[config.mk]
export PLATFORM = sky130hd
export DESIGN_NAME = bundle_window_ctrl
export DESIGN_NICKNAME = d
export VERILOG_FILES = /design/src/rtl/hdc_ctrl_pkg.sv /design/src/rtl/bundle_window_ctrl.sv
export SDC_FILE = /design/constraint.sdc
export NUM_CORES = 1
export LEC_CHECK = 0
export ABC_AREA = 1
export BUFFER_PORTS_ARGS = -buffer_cell sky130_fd_sc_hd__buf_2
export CAP_MARGIN = 20
export CORE_MARGIN = 2
export CORE_UTILIZATION = 55
export DETAILED_ROUTE_END_ITERATION = 16
export MAX_ROUTING_LAYER = met4
export PLACE_DENSITY = 0.79
export RECOVER_POWER = 25
export SLEW_MARGIN = 20
export SYNTH_ARGS = -nofsm -noshare
export SYNTH_HDL_FRONTEND = slang
export SYNTH_SLANG_ARGS = --single-unit
[constraint.sdc]
create_clock -name clk -period 1.9 [get_ports clk]
set_input_delay 0.095 -clock clk [delete_from_list [all_inputs] [get_ports clk]]
set_output_delay 0.095 -clock clk [all_outputs]
set_load 0.02 [all_outputs]
[src/rtl/hdc_ctrl_pkg.sv]
// Shared types for the HDC datapath controllers.
// Holds the window-controller FSM state encoding.
package hdc_ctrl_pkg;

    typedef enum logic [1:0] {
        IDLE  = 2'd0,
        ACCUM = 2'd1,
        FIN   = 2'd2,
        STALL = 2'd3
    } ctrl_state_t;

endpackage

[src/rtl/bundle_window_ctrl.sv]
// Windowed bundler controller: counts hypervectors per window,
// strobes the bundler finish and hands off the bundled result.
module bundle_window_ctrl
    import hdc_ctrl_pkg::*;
#(
    parameter int COUNT_SIZE = 8,
    parameter int WCNT_W     = 16
) (
    input  logic                  clk,
    input  logic                  nrst,
    input  logic                  start,
    input  logic                  stop,
    input  logic [COUNT_SIZE-1:0] cfg_win_len,
    input  logic                  in_valid,
    output logic                  in_ready,
    output logic                  bnd_en,
    output logic                  bnd_finish,
    output logic                  out_valid,
    input  logic                  out_ready,
    output logic                  busy,
    output logic [WCNT_W-1:0]     win_count,
    output logic                  err_cfg
);

    ctrl_state_t           state;
    logic [COUNT_SIZE-1:0] cnt;
    logic [COUNT_SIZE-1:0] win_len;
    logic [COUNT_SIZE-1:0] cnt_inc;
    logic                  stop_pend;
    logic                  xfer;
    logic                  blocked;

    assign in_ready   = (state == ACCUM);
    assign bnd_en     = in_valid & in_ready;
    assign bnd_finish = (state == FIN);
    assign busy       = (state != IDLE);
    assign xfer       = bnd_en;
    assign cnt_inc    = cnt + 1'b1;
    // A result still waiting downstream must not be overwritten by FIN.
    assign blocked    = out_valid & ~out_ready;

    always_ff @(posedge clk or negedge nrst) begin
        if (!nrst) begin
            state     <= IDLE;
            cnt       <= '0;
            win_len   <= '0;
            stop_pend <= 1'b0;
            out_valid <= 1'b0;
            win_count <= '0;
            err_cfg   <= 1'b0;
        end else begin
            if (out_valid && out_ready)
                out_valid <= 1'b0;
            unique case (state)
                IDLE: begin
                    if (!stop && start) begin
                        if (cfg_win_len == '0) begin
                            err_cfg <= 1'b1;
                        end else begin
                            win_len <= cfg_win_len;
                            cnt     <= '0;
                            state   <= ACCUM;
                        end
                    end
                end
                ACCUM: begin
                    if (xfer)
                        cnt <= cnt_inc;
                    if (xfer && cnt_inc == win_len) begin
                        state <= blocked ? STALL : FIN;
                        if (stop)
                            stop_pend <= 1'b1;
                    end else if (stop) begin
                        if (xfer || cnt != '0) begin
                            stop_pend <= 1'b1;
                            state     <= blocked ? STALL : FIN;
                        end else begin
                            state <= IDLE;
                        end
                    end
                end
                STALL: begin
                    if (stop && cnt == '0) begin
                        state <= IDLE;
                    end else begin
                        if (stop)
                            stop_pend <= 1'b1;
                        if (!blocked)
                            state <= FIN;
                    end
                end
                FIN: begin
                    out_valid <= 1'b1;
                    cnt       <= '0;
                    win_count <= win_count + 1'b1;
                    stop_pend <= 1'b0;
                    state     <= (stop_pend || stop) ? IDLE : ACCUM;
                end
                default: state <= IDLE;
            endcase
        end
    end

endmodule

==> impl_metrics.json, run 1 <==
{
  "status": "finished clean",
  "dieHeight_um": 65.05,
  "track_usage_pct": 23.38,
  "routabilityCongestion": 0.8650,
  "finalPower_mw": 2.809,
  "antenna_cells": 0,
  "power.net_switching_mw": 1.141,
  "path_cells": "inv_1 -> ha_1 -> xnor2_1 -> nand3_1 -> nor2_1 -> nand2_1 -> nor2_1 -> nand3_1 -> nand3_2 -> and2_1 -> nand2_1",
  "dr.pass1.iters": 4,
  "ys_seq_elements": 37,
  "nNetsFinal": 314,
  "synthAdderAreaFrac_pct": 1.832,
  "drt-total-wl_um": 4221,
  "final_cell_mix": "nand2_1, inv_1, dfrtp_1, nand3_1, clkbuf_1",
  "slew_violations": 0,
  "placed_area_um2": 2303,
  "intPower_mw": 1.667,
  "dp_hpwl_um": 3222,
  "synth_top_family_by_area": "simple AND/OR/NAND/NOR gates",
  "antenna_found_initial": 0,
  "netlist_area_um2": 2049,
  "pwr-share-seq_pct": 40.7,
  "hold_viol": 0,
  "clk_latency_ns": 0.28,
  "fp.dieW_um": 65.05,
  "io_pins": 36,
  "drv_cap": 0,
  "setup_viol": 0,
  "cp_max_fo": 4,
  "synth_cell_types": 30,
  "clock_path_buffers": 2,
  "pwr_density_cell_nw_per_um2": 1170,
  "crit_required_ns": 2.07,
  "drc": 0,
  "cts_num_sinks": 37,
  "via_count": 1773,
  "grt_use_met3_pct": 5.208,
  "drive_above_1_share_pct": 15.15,
  "ys_warn_count": 0,
  "grtUsageMet2_pct": 41.37,
  "row_count": 22,
  "path_clk_slew_ns": 0.07,
  "use_met1_pct": 26.64,
  "clkPwrFrac_pct": 19.1,
  "grt_pass1_vias": 1685,
  "route.antenna.remaining_nets": 0,
  "post-route-util_pct": 66.08,
  "numCtsBuffers": 5,
  "yosys-mux-area-fraction_pct": 0,
  "syn-mean-instance-area_um2": 8.198,
  "arrival_ns": 1.91,
  "clock_skew_ns": 0.005100,
  "cp_slowest_cell": "dfrtp_1",
  "synthSimpleGateAreaFrac_pct": 31.38,
  "synth_xor_xnor_area_share_pct": 6.838,
  "start_kind": "flop",
  "dr.first_iter.drc_count": 91,
  "cts_tree": "done",
  "fmax_ghz": 0.5744,
  "crit_buf_inv": 1,
  "hold_path.class": "in2reg",
  "period_share_pct": 91.63,
  "syn_inst": 250,
  "grt_overflow": 0,
  "syn-num-nets": 267,
  "design_area_um2": 2401,
  "p_leak_nw": 1.257,
  "wl_per_cell_um": 12.23,
  "mostFrequentLayoutCell": "nand2_1",
  "root_buffer": "clkbuf_8",
  "path_class": "reg2reg",
  "synth_compound_area_share_pct": 7.082,
  "htreeDepth": 2,
  "post-route-min-period_ns": 1.741,
  "seq_area_frac_synth_pct": 45.18,
  "die_area_um2": 4231,
  "port_buffers": 35,
  "fp.coreArea_um2": 3633,
  "maxSlewHeadroom_pct": 42.03,
  "syn_to_final_growth_pct": 17.15,
  "worstMarginPinSlew_ns": 0.8637,
  "grt_max_degree": 38,
  "via_per_inst": 5.139,
  "switching_share_pct": 40.63,
  "grt-busiest-layer": "met2",
  "combPwrFrac_pct": 40.2,
  "grt_pass1_wl_um": 7355,
  "peakVddDrop_mv": 0.6899,
  "crit_family": "simple AND/OR/NAND/NOR gates",
  "end_kind": "flop",
  "start_util_pct": 56.40,
  "cpPeakStageDelay_ns": 0.40
}
==> cells by family (layout without fill, tap and decap cells) <==
logic type | count (synthesis) | count (layout)
simple gates | 126 | 126
flops | 37 | 37
fa+ha+maj | 3 | 3
compound gates | 26 | 26
xor+xnor | 16 | 16
buf+inv | 42 | 89
==> state kept, by name, summed over array words and instances (netlist names) <==
signal / cells
state: 2
cnt: 8
err_cfg: 1
win_len: 8
win_count: 16
out_valid: 1
stop_pend: 1
==> path summary, 6_finish.rpt <==
| path | start | to | slack, ns | depth (start not counted) |
|---|---|---|---|---|
| max | cnt[0]$_DFFE_PN0P_ | state[0]$_DFFE_PN0P_ | 0.16 | 11 |
| max reg2reg | cnt[0]$_DFFE_PN0P_ | state[0]$_DFFE_PN0P_ | 0.16 | 11 |
| min in group asynchronous | nrst | cnt[7]$_DFFE_PN0P_ | 0.44 | 2 |
| max in group asynchronous | nrst | win_count[4]$_DFFE_PN0P_ | 0.94 | 2 |
| min reg2reg | err_cfg$_DFFE_PN0P_ | err_cfg$_DFFE_PN0P_ | 0.46 | 1 |
| min | out_ready | out_valid$_DFFE_PN0P_ | 0.03 | 2 |
==> synthesized netlist by cell type <==
library cell | count | area [µm²]
nand3_1 | 23 | 115.1
xor2_1 | 7 | 61.31
nand3_2 | 2 | 20.02
o21bai_1 | 1 | 7.510
inv_1 | 39 | 146.4
nor2_1 | 14 | 52.55
inv_2 | 2 | 7.510
o21ai_1 | 1 | 5.000
nor4_1 | 1 | 6.260
nand3_4 | 1 | 17.52
nor2_4 | 5 | 56.30
o21ai_0 | 15 | 75.07
dfrtp_1 | 37 | 925.9
and2_1 | 1 | 6.260
nand3b_1 | 2 | 15.01
nand2_2 | 1 | 6.260
a21oi_1 | 3 | 15.01
nor3_1 | 3 | 15.01
clkbuf_1 | 1 | 3.750
nand4_2 | 1 | 12.51
nand4_1 | 5 | 31.28
nor4_4 | 1 | 21.27
xnor2_1 | 9 | 78.83
and3_4 | 1 | 11.26
a21o_1 | 1 | 7.510
ha_1 | 3 | 37.54
nand2_1 | 64 | 240.2
nor3_4 | 1 | 16.27
o22ai_1 | 4 | 25.02
o211a_1 | 1 | 10.01
==> per-layer routing <==
layer | vias up | part of all wire, %
li1 | 894 | -
met1 | 835 | 43
met2 | 36 | 51
met3 | 8 | 4.4
met4 | 0 | 1.5
met5 | - | 0
==> area by class of cell <==
cell class | count | area [µm²]
Clock buffer | 7 | 86.33
Fill cell | 312 | 1232
Inverter | 41 | 153.9
Multi-Input combinational cell | 171 | 974.7
Sequential cell | 37 | 925.9
Tap cell | 48 | 60.06
Timing Repair Buffer | 41 | 200.2
==> per-stage QoR <==
stage                     setup TNS, ns  setup WS, ns  cells  hold slack [ns]
final                                 0        0.1591    345          0.02560
after global routing           -0.01676      -0.01676    345          0.01212
after CTS                             0        0.1417    343          0.01909
after detailed placement              0        0.1667    335           0.2336
after global placement                0        0.2336    335           0.2375
after floorplan                       0        0.2126    250          -0.2006
==> timing repair <==
item / CTS / global route
hold endpoints to repair: 37 / 0
endpoints found under the setup margin: 0 / 3
gates resized for setup: 0 / 4
setup buffers: 0 / 2
hold buffers: 1 / 0
==> worst register-to-register path, delay by kind of cell, from the launching register on <==
kind / cells / cell delay (ns)
flops: 1 / 0.40
fa+ha+maj: 1 / 0.32
simple gates: 8 / 0.72
buf+inv: 1 / 0.07
xor+xnor: 1 / 0.14
==> power groups by stage <==
| stage | Clock, mW | Sequential [mW] | Combinational, mW |
|---|---|---|---|
| 2_1_floorplan | 0 | 1.16 | 0.733 |
| 6_report | 0.537 | 1.14 | 1.13 |
| 5_1_grt | 0.590 | 1.17 | 1.27 |
| 3_3_place_gp | 0 | 1.14 | 1.09 |
| 3_5_place_dp | 0 | 1.15 | 1.10 |
| 4_1_cts | 0.552 | 1.14 | 1.11 |
No activity file was read; power rests on OpenSTA's default activity.
==> run 2, diff against run 1 <==
- BUFFER_PORTS_ARGS: -buffer_cell sky130_fd_sc_hd__buf_2 -> unset
- CELL_PAD_IN_SITES_DETAIL_PLACEMENT: unset -> 1
- CELL_PAD_IN_SITES_GLOBAL_PLACEMENT: unset -> 1
- CORE_UTILIZATION: 55 -> 46
- DONT_BUFFER_PORTS: unset -> 1
- PLACE_DENSITY: 0.79 -> unset
- PLACE_DENSITY_LB_ADDON: unset -> 0.1
==> impl_metrics.json, run 2 (synthesis results as in run 1) <==
{
  "fp.coreArea_um2": 4324,
  "fp.dieW_um": 70.75,
  "path_class": "reg2reg",
  "clock_path_buffers": 2,
  "port_buffers": 0,
  "start_util_pct": 47.40,
  "syn_to_final_growth_pct": 21.06,
  "tns_ns": 0,
  "p_leak_nw": 1.269,
  "reg2reg_slack_ns": 0.16,
  "dr.pass1.iters": 4,
  "pwr_density_cell_nw_per_um2": 1202,
  "reg_top3": "win_count: 16 flops, cnt: 8 flops, win_len: 8 flops",
  "path_clk_slew_ns": 0.08,
  "end_kind": "flop",
  "layout_setup_ws_ns": 0.1581,
  "placed_area_um2": 2208,
  "cts_num_sinks": 37,
  "maxSlewHeadroom_pct": 37.50,
  "antenna_found_initial": 0,
  "track_usage_pct": 22.57,
  "arrival_ns": 1.92,
  "finalPower_mw": 2.982,
  "cts_setup_buffers": 0,
  "largest_reg_flops": 16,
  "grt_pass1_wl_um": 8556,
  "reg2regPathDepth": 11,
  "wl_per_cell_um": 15.22,
  "start_kind": "flop",
  "drc": 0,
  "cts_tree": "done",
  "hold-worst-slack_ns": 0.008918,
  "dieHeight_um": 70.75,
  "period_share_pct": 91.68,
  "dp.cells": 314,
  "routabilityCongestion": 0.8179,
  "crit_required_ns": 2.08,
  "fin_cells": 333,
  "via_per_inst": 5.234,
  "post-route-min-period_ns": 1.742,
  "grt_max_degree": 38,
  "antenna_cells": 0,
  "hold_viol": 0,
  "hold_path.class": "in2reg",
  "drive_above_1_share_pct": 18.15,
  "cp_max_fo": 4,
  "regToRegStartpoint": "cnt[0]$_DFFE_PN0P_",
  "drv_cap": 0,
  "drt-total-wl_um": 5068,
  "slew_violations": 0,
  "fmax_ghz": 0.5741,
  "hold_end": "state[1]$_DFFE_PN0P_",
  "status": "finished clean",
  "mostFrequentLayoutCell": "nand2_1",
  "nNetsFinal": 297,
  "design_area_um2": 2481,
  "numCtsBuffers": 5,
  "post-route-util_pct": 57.38,
  "root_buffer": "clkbuf_8",
  "row_count": 24,
  "grt_pass1_vias": 1787,
  "dp_hpwl_um": 3779,
  "min_path_cells": 3,
  "final_cell_mix": "nand2_1, inv_1, dfrtp_1, nand3_1, o21ai_0",
  "io_pins": 36,
  "dr.first_iter.drc_count": 94,
  "peakVddDrop_mv": 0.6412,
  "top_register": "win_count",
  "clk_latency_ns": 0.29,
  "clock_skew_ns": 0.008558,
  "setup_viol": 0,
  "hold_start": "stop",
  "timing.rr.end": "state[0]$_DFFE_PN0P_",
  "via_count": 1743,
  "grt_overflow": 0,
  "worstMarginPinSlew_ns": 0.9375,
  "dp_worst_setup_slack_ns": 0.1350,
  "die_area_um2": 5006,
  "route.antenna.remaining_nets": 0,
  "htreeDepth": 2
}
## run 2: cell types whose count changed in the layout (fill, tap and decap cells not counted), moves of 2 or more
cell	previous run	this run
buf_4	5	13
clkbuf_1	19	0
buf_2	17	0
inv_1	40	38
nand3_2	2	8
dlygate4sd3_1	1	10
nand3_1	23	17
inv_2	1	3
nand2_1	63	60
nand2_2	2	5
## run 2: layout make-up
class | count | area [µm²]
Tap cell | 52 | 65.06
Clock buffer | 7 | 96.34
Fill cell | 529 | 1843
Multi-Input combinational cell | 171 | 1028
Inverter | 41 | 153.9
Clock inverter | 1 | 8.758
Timing Repair Buffer | 24 | 202.7
Sequential cell | 37 | 925.9
## run 2: worst max-delay path by stage
stage / startpoint / endpoint / slack (ns) / depth (start not counted)
CTS: cnt[0]$_DFFE_PN0P_ / state[0]$_DFFE_PN0P_ / 0.13 / 11
global route: cnt[0]$_DFFE_PN0P_ / state[0]$_DFFE_PN0P_ / -0.03 / 11
finish: cnt[0]$_DFFE_PN0P_ / state[0]$_DFFE_PN0P_ / 0.16 / 11
floorplan: win_count[0]$_DFFE_PN0P_ / win_count[14]$_DFFE_PN0P_ / 0.21 / 8
detailed placement: cnt[0]$_DFFE_PN0P_ / state[0]$_DFFE_PN0P_ / 0.13 / 11
global placement: cnt[0]$_DFFE_PN0P_ / state[0]$_DFFE_PN0P_ / 0.20 / 11
## run 2: routing by layer
layer	GRT usage, %	wire [µm]	up-vias
li1	-	-	865
met1	31.89	2439	840
met2	32.81	2350	33
met3	5.556	227	5
met4	5.660	50	0
met5	-	0	-
## run 2: worst max-delay path, cell delays in order (launching register included)
cell	delay, ns
dfrtp_1	0.41
ha_1	0.20
nand2_2	0.09
o21ai_1	0.22
nand2_1	0.14
nand2_1	0.08
nand2_1	0.05
nor2_1	0.10
nand3_2	0.09
nand3_2	0.09
and2_1	0.12
nand2_1	0.05
## run 2: power by group
group          switching (mW)  internal, mW  total, mW
combinational           0.752         0.453       1.20
sequential              0.193         0.963       1.16
clock                   0.287         0.335      0.622
total                    1.23          1.75       2.98
## run 2: what timing repair did
action,4_1_cts,5_1_grt
resized for setup,0,16
hold buffers,11,0
hold endpoints to repair,46,0
endpoints found under the setup margin,0,3
==> run 3, diff against run 2 <==
- RECOVER_POWER: 25 -> unset
==> impl_metrics.json, run 3 (synthesis results as in run 1) <==
{
  "status": "finished clean",
  "cpPeakStageDelay_ns": 0.41,
  "crit_path_frequent_cell": "nand2_1",
  "period_share_pct": 91.48,
  "tns_ns": 0,
  "root_buffer": "clkbuf_8",
  "hold-worst-slack_ns": 0.009276,
  "multi_input_area_um2": 1028,
  "pwr_density_cell_nw_per_um2": 1197,
  "finalPower_mw": 2.987,
  "dieHeight_um": 70.75,
  "post-route-min-period_ns": 1.738,
  "antenna_cells": 0,
  "setup_viol": 0,
  "track_usage_pct": 22.57,
  "placed_area_um2": 2208,
  "worstMarginPinSlew_ns": 0.3802,
  "path_cells": "ha_1 -> nand2_2 -> o21ai_1 -> nand2_1 -> nand2_1 -> nand2_1 -> nor2_1 -> nand3_2 -> nand3_2 -> and2_1 -> nand2_1",
  "peakVddDrop_mv": 0.6408,
  "io_pins": 36,
  "dp.cells": 314,
  "drive_above_1_share_pct": 18.15,
  "route.antenna.remaining_nets": 0,
  "crit_required_ns": 2.08,
  "dr.pass1.iters": 4,
  "cp_max_fo": 4,
  "clock_path_buffers": 2,
  "largest_reg_flops": 16,
  "via_count": 1737,
  "fin_cells": 333,
  "hold_path.class": "in2reg",
  "regArea_um2": 925.9,
  "min_path_cells": 3,
  "hold_start": "stop",
  "drv_cap": 0,
  "fp.dieW_um": 70.75,
  "arrival_ns": 1.92,
  "crit_buf_inv": 0,
  "slew_violations": 0,
  "path_clk_slew_ns": 0.08,
  "dr.first_iter.drc_count": 68,
  "die_area_um2": 5006,
  "hold_viol": 0,
  "grt_pass1_wl_um": 8556,
  "cts_num_sinks": 37,
  "antenna_found_initial": 0,
  "crit_cells": 11,
  "cts_tree": "done",
  "maxSlewHeadroom_pct": 74.39,
  "start_kind": "flop",
  "grt_overflow": 0,
  "htreeDepth": 2,
  "grt_pass1_vias": 1787,
  "crit_start": "cnt[0]$_DFFE_PN0P_",
  "mostFrequentLayoutCell": "nand2_1",
  "fill_cells": 527,
  "syn_to_final_growth_pct": 21.79,
  "drt-total-wl_um": 5038,
  "cp_slowest_cell": "dfrtp_1",
  "reg2regPathDepth": 11,
  "crit_family": "simple AND/OR/NAND/NOR gates",
  "clk_latency_ns": 0.29,
  "start_util_pct": 47.40,
  "nNetsFinal": 297,
  "path_class": "reg2reg",
  "regToRegStartpoint": "cnt[0]$_DFFE_PN0P_",
  "wl_per_cell_um": 15.13,
  "reg_top3": "win_count: 16 flops, cnt: 8 flops, win_len: 8 flops",
  "row_count": 24,
  "fp.coreArea_um2": 4324,
  "p_leak_nw": 1.274,
  "drc": 0,
  "design_area_um2": 2496,
  "end_kind": "flop",
  "top_register": "win_count",
  "numCtsBuffers": 5,
  "final_cell_mix": "nand2_1, inv_1, dfrtp_1, nand3_1, o21ai_0",
  "clock_skew_ns": 0.009122,
  "dp_hpwl_um": 3779,
  "port_buffers": 0,
  "via_per_inst": 5.216,
  "grt_max_degree": 38,
  "routabilityCongestion": 0.8179,
  "fmax_ghz": 0.5753
}
==> run 3: cell count changes in the layout (fill, tap and decap cells not counted), sizes merged <==
cell,previous run,this run
buf,13,14
clkbuf,8,7
==> run 3: what timing repair did <==
item	CTS	global route
endpoints found under the hold margin	46	0
resized for setup	0	16
hold buffers	11	0
setup endpoints to repair	0	3
setup buffers	0	0
==> run 3: path summary, 6_finish.rpt <==
| path | slack, ns | endpoint |
|---|---|---|
| max | 0.16 | state[0]$_DFFE_PN0P_ |
| min | 0.009 | state[1]$_DFFE_PN0P_ |
| max reg2reg | 0.16 | state[0]$_DFFE_PN0P_ |
| min reg2reg | 0.51 | win_len[1]$_DFFE_PN0P_ |
| max in group asynchronous | 1.45 | win_count[2]$_DFFE_PN0P_ |
| min in group asynchronous | 0.26 | cnt[3]$_DFFE_PN0P_ |
==> run 3: report_power, final <==
part	total, mW	leakage (nW)	internal, mW	switching (mW)
clock network	0.622	0.0549	0.335	0.287
registers	1.16	0.492	0.963	0.194
logic	1.21	0.727	0.457	0.751
==> run 3: through the flow <==
step	setup slack, ns	utilization (%)
6_report	0.1619	57.73
5_1_grt	-0.03233	57.73
4_1_cts	0.1288	56.28
3_5_place_dp	0.1350	51.07
3_3_place_gp	0.2025	51.07
2_1_floorplan	0.2126	-
==> run 3: area by class of cell <==
| type | count | share of cell area, % |
|---|---|---|
| Clock buffer | 7 | 3.860 |
| Clock inverter | 1 | 0.3509 |
| Inverter | 41 | 6.165 |
| Multi-Input combinational cell | 171 | 41.20 |
| Sequential cell | 37 | 37.09 |
| Tap cell | 52 | 2.607 |
| Timing Repair Buffer | 24 | 8.722 |
==> run 3: worst min-delay path, stage by stage <==
cell and delay (ns):
nand2_1 0.05, nand2_1 0.06, a21oi_1 0.05
==> run 3: routing by layer <==
| metal | GRT usage (%) | up-vias | wire, µm |
|---|---|---|---|
| li1 | - | 862 | - |
| met1 | 31.89 | 840 | 2433 |
| met2 | 32.81 | 30 | 2338 |
| met3 | 5.556 | 5 | 216 |
| met4 | 5.660 | 0 | 50 |
| met5 | - | - | 0 |
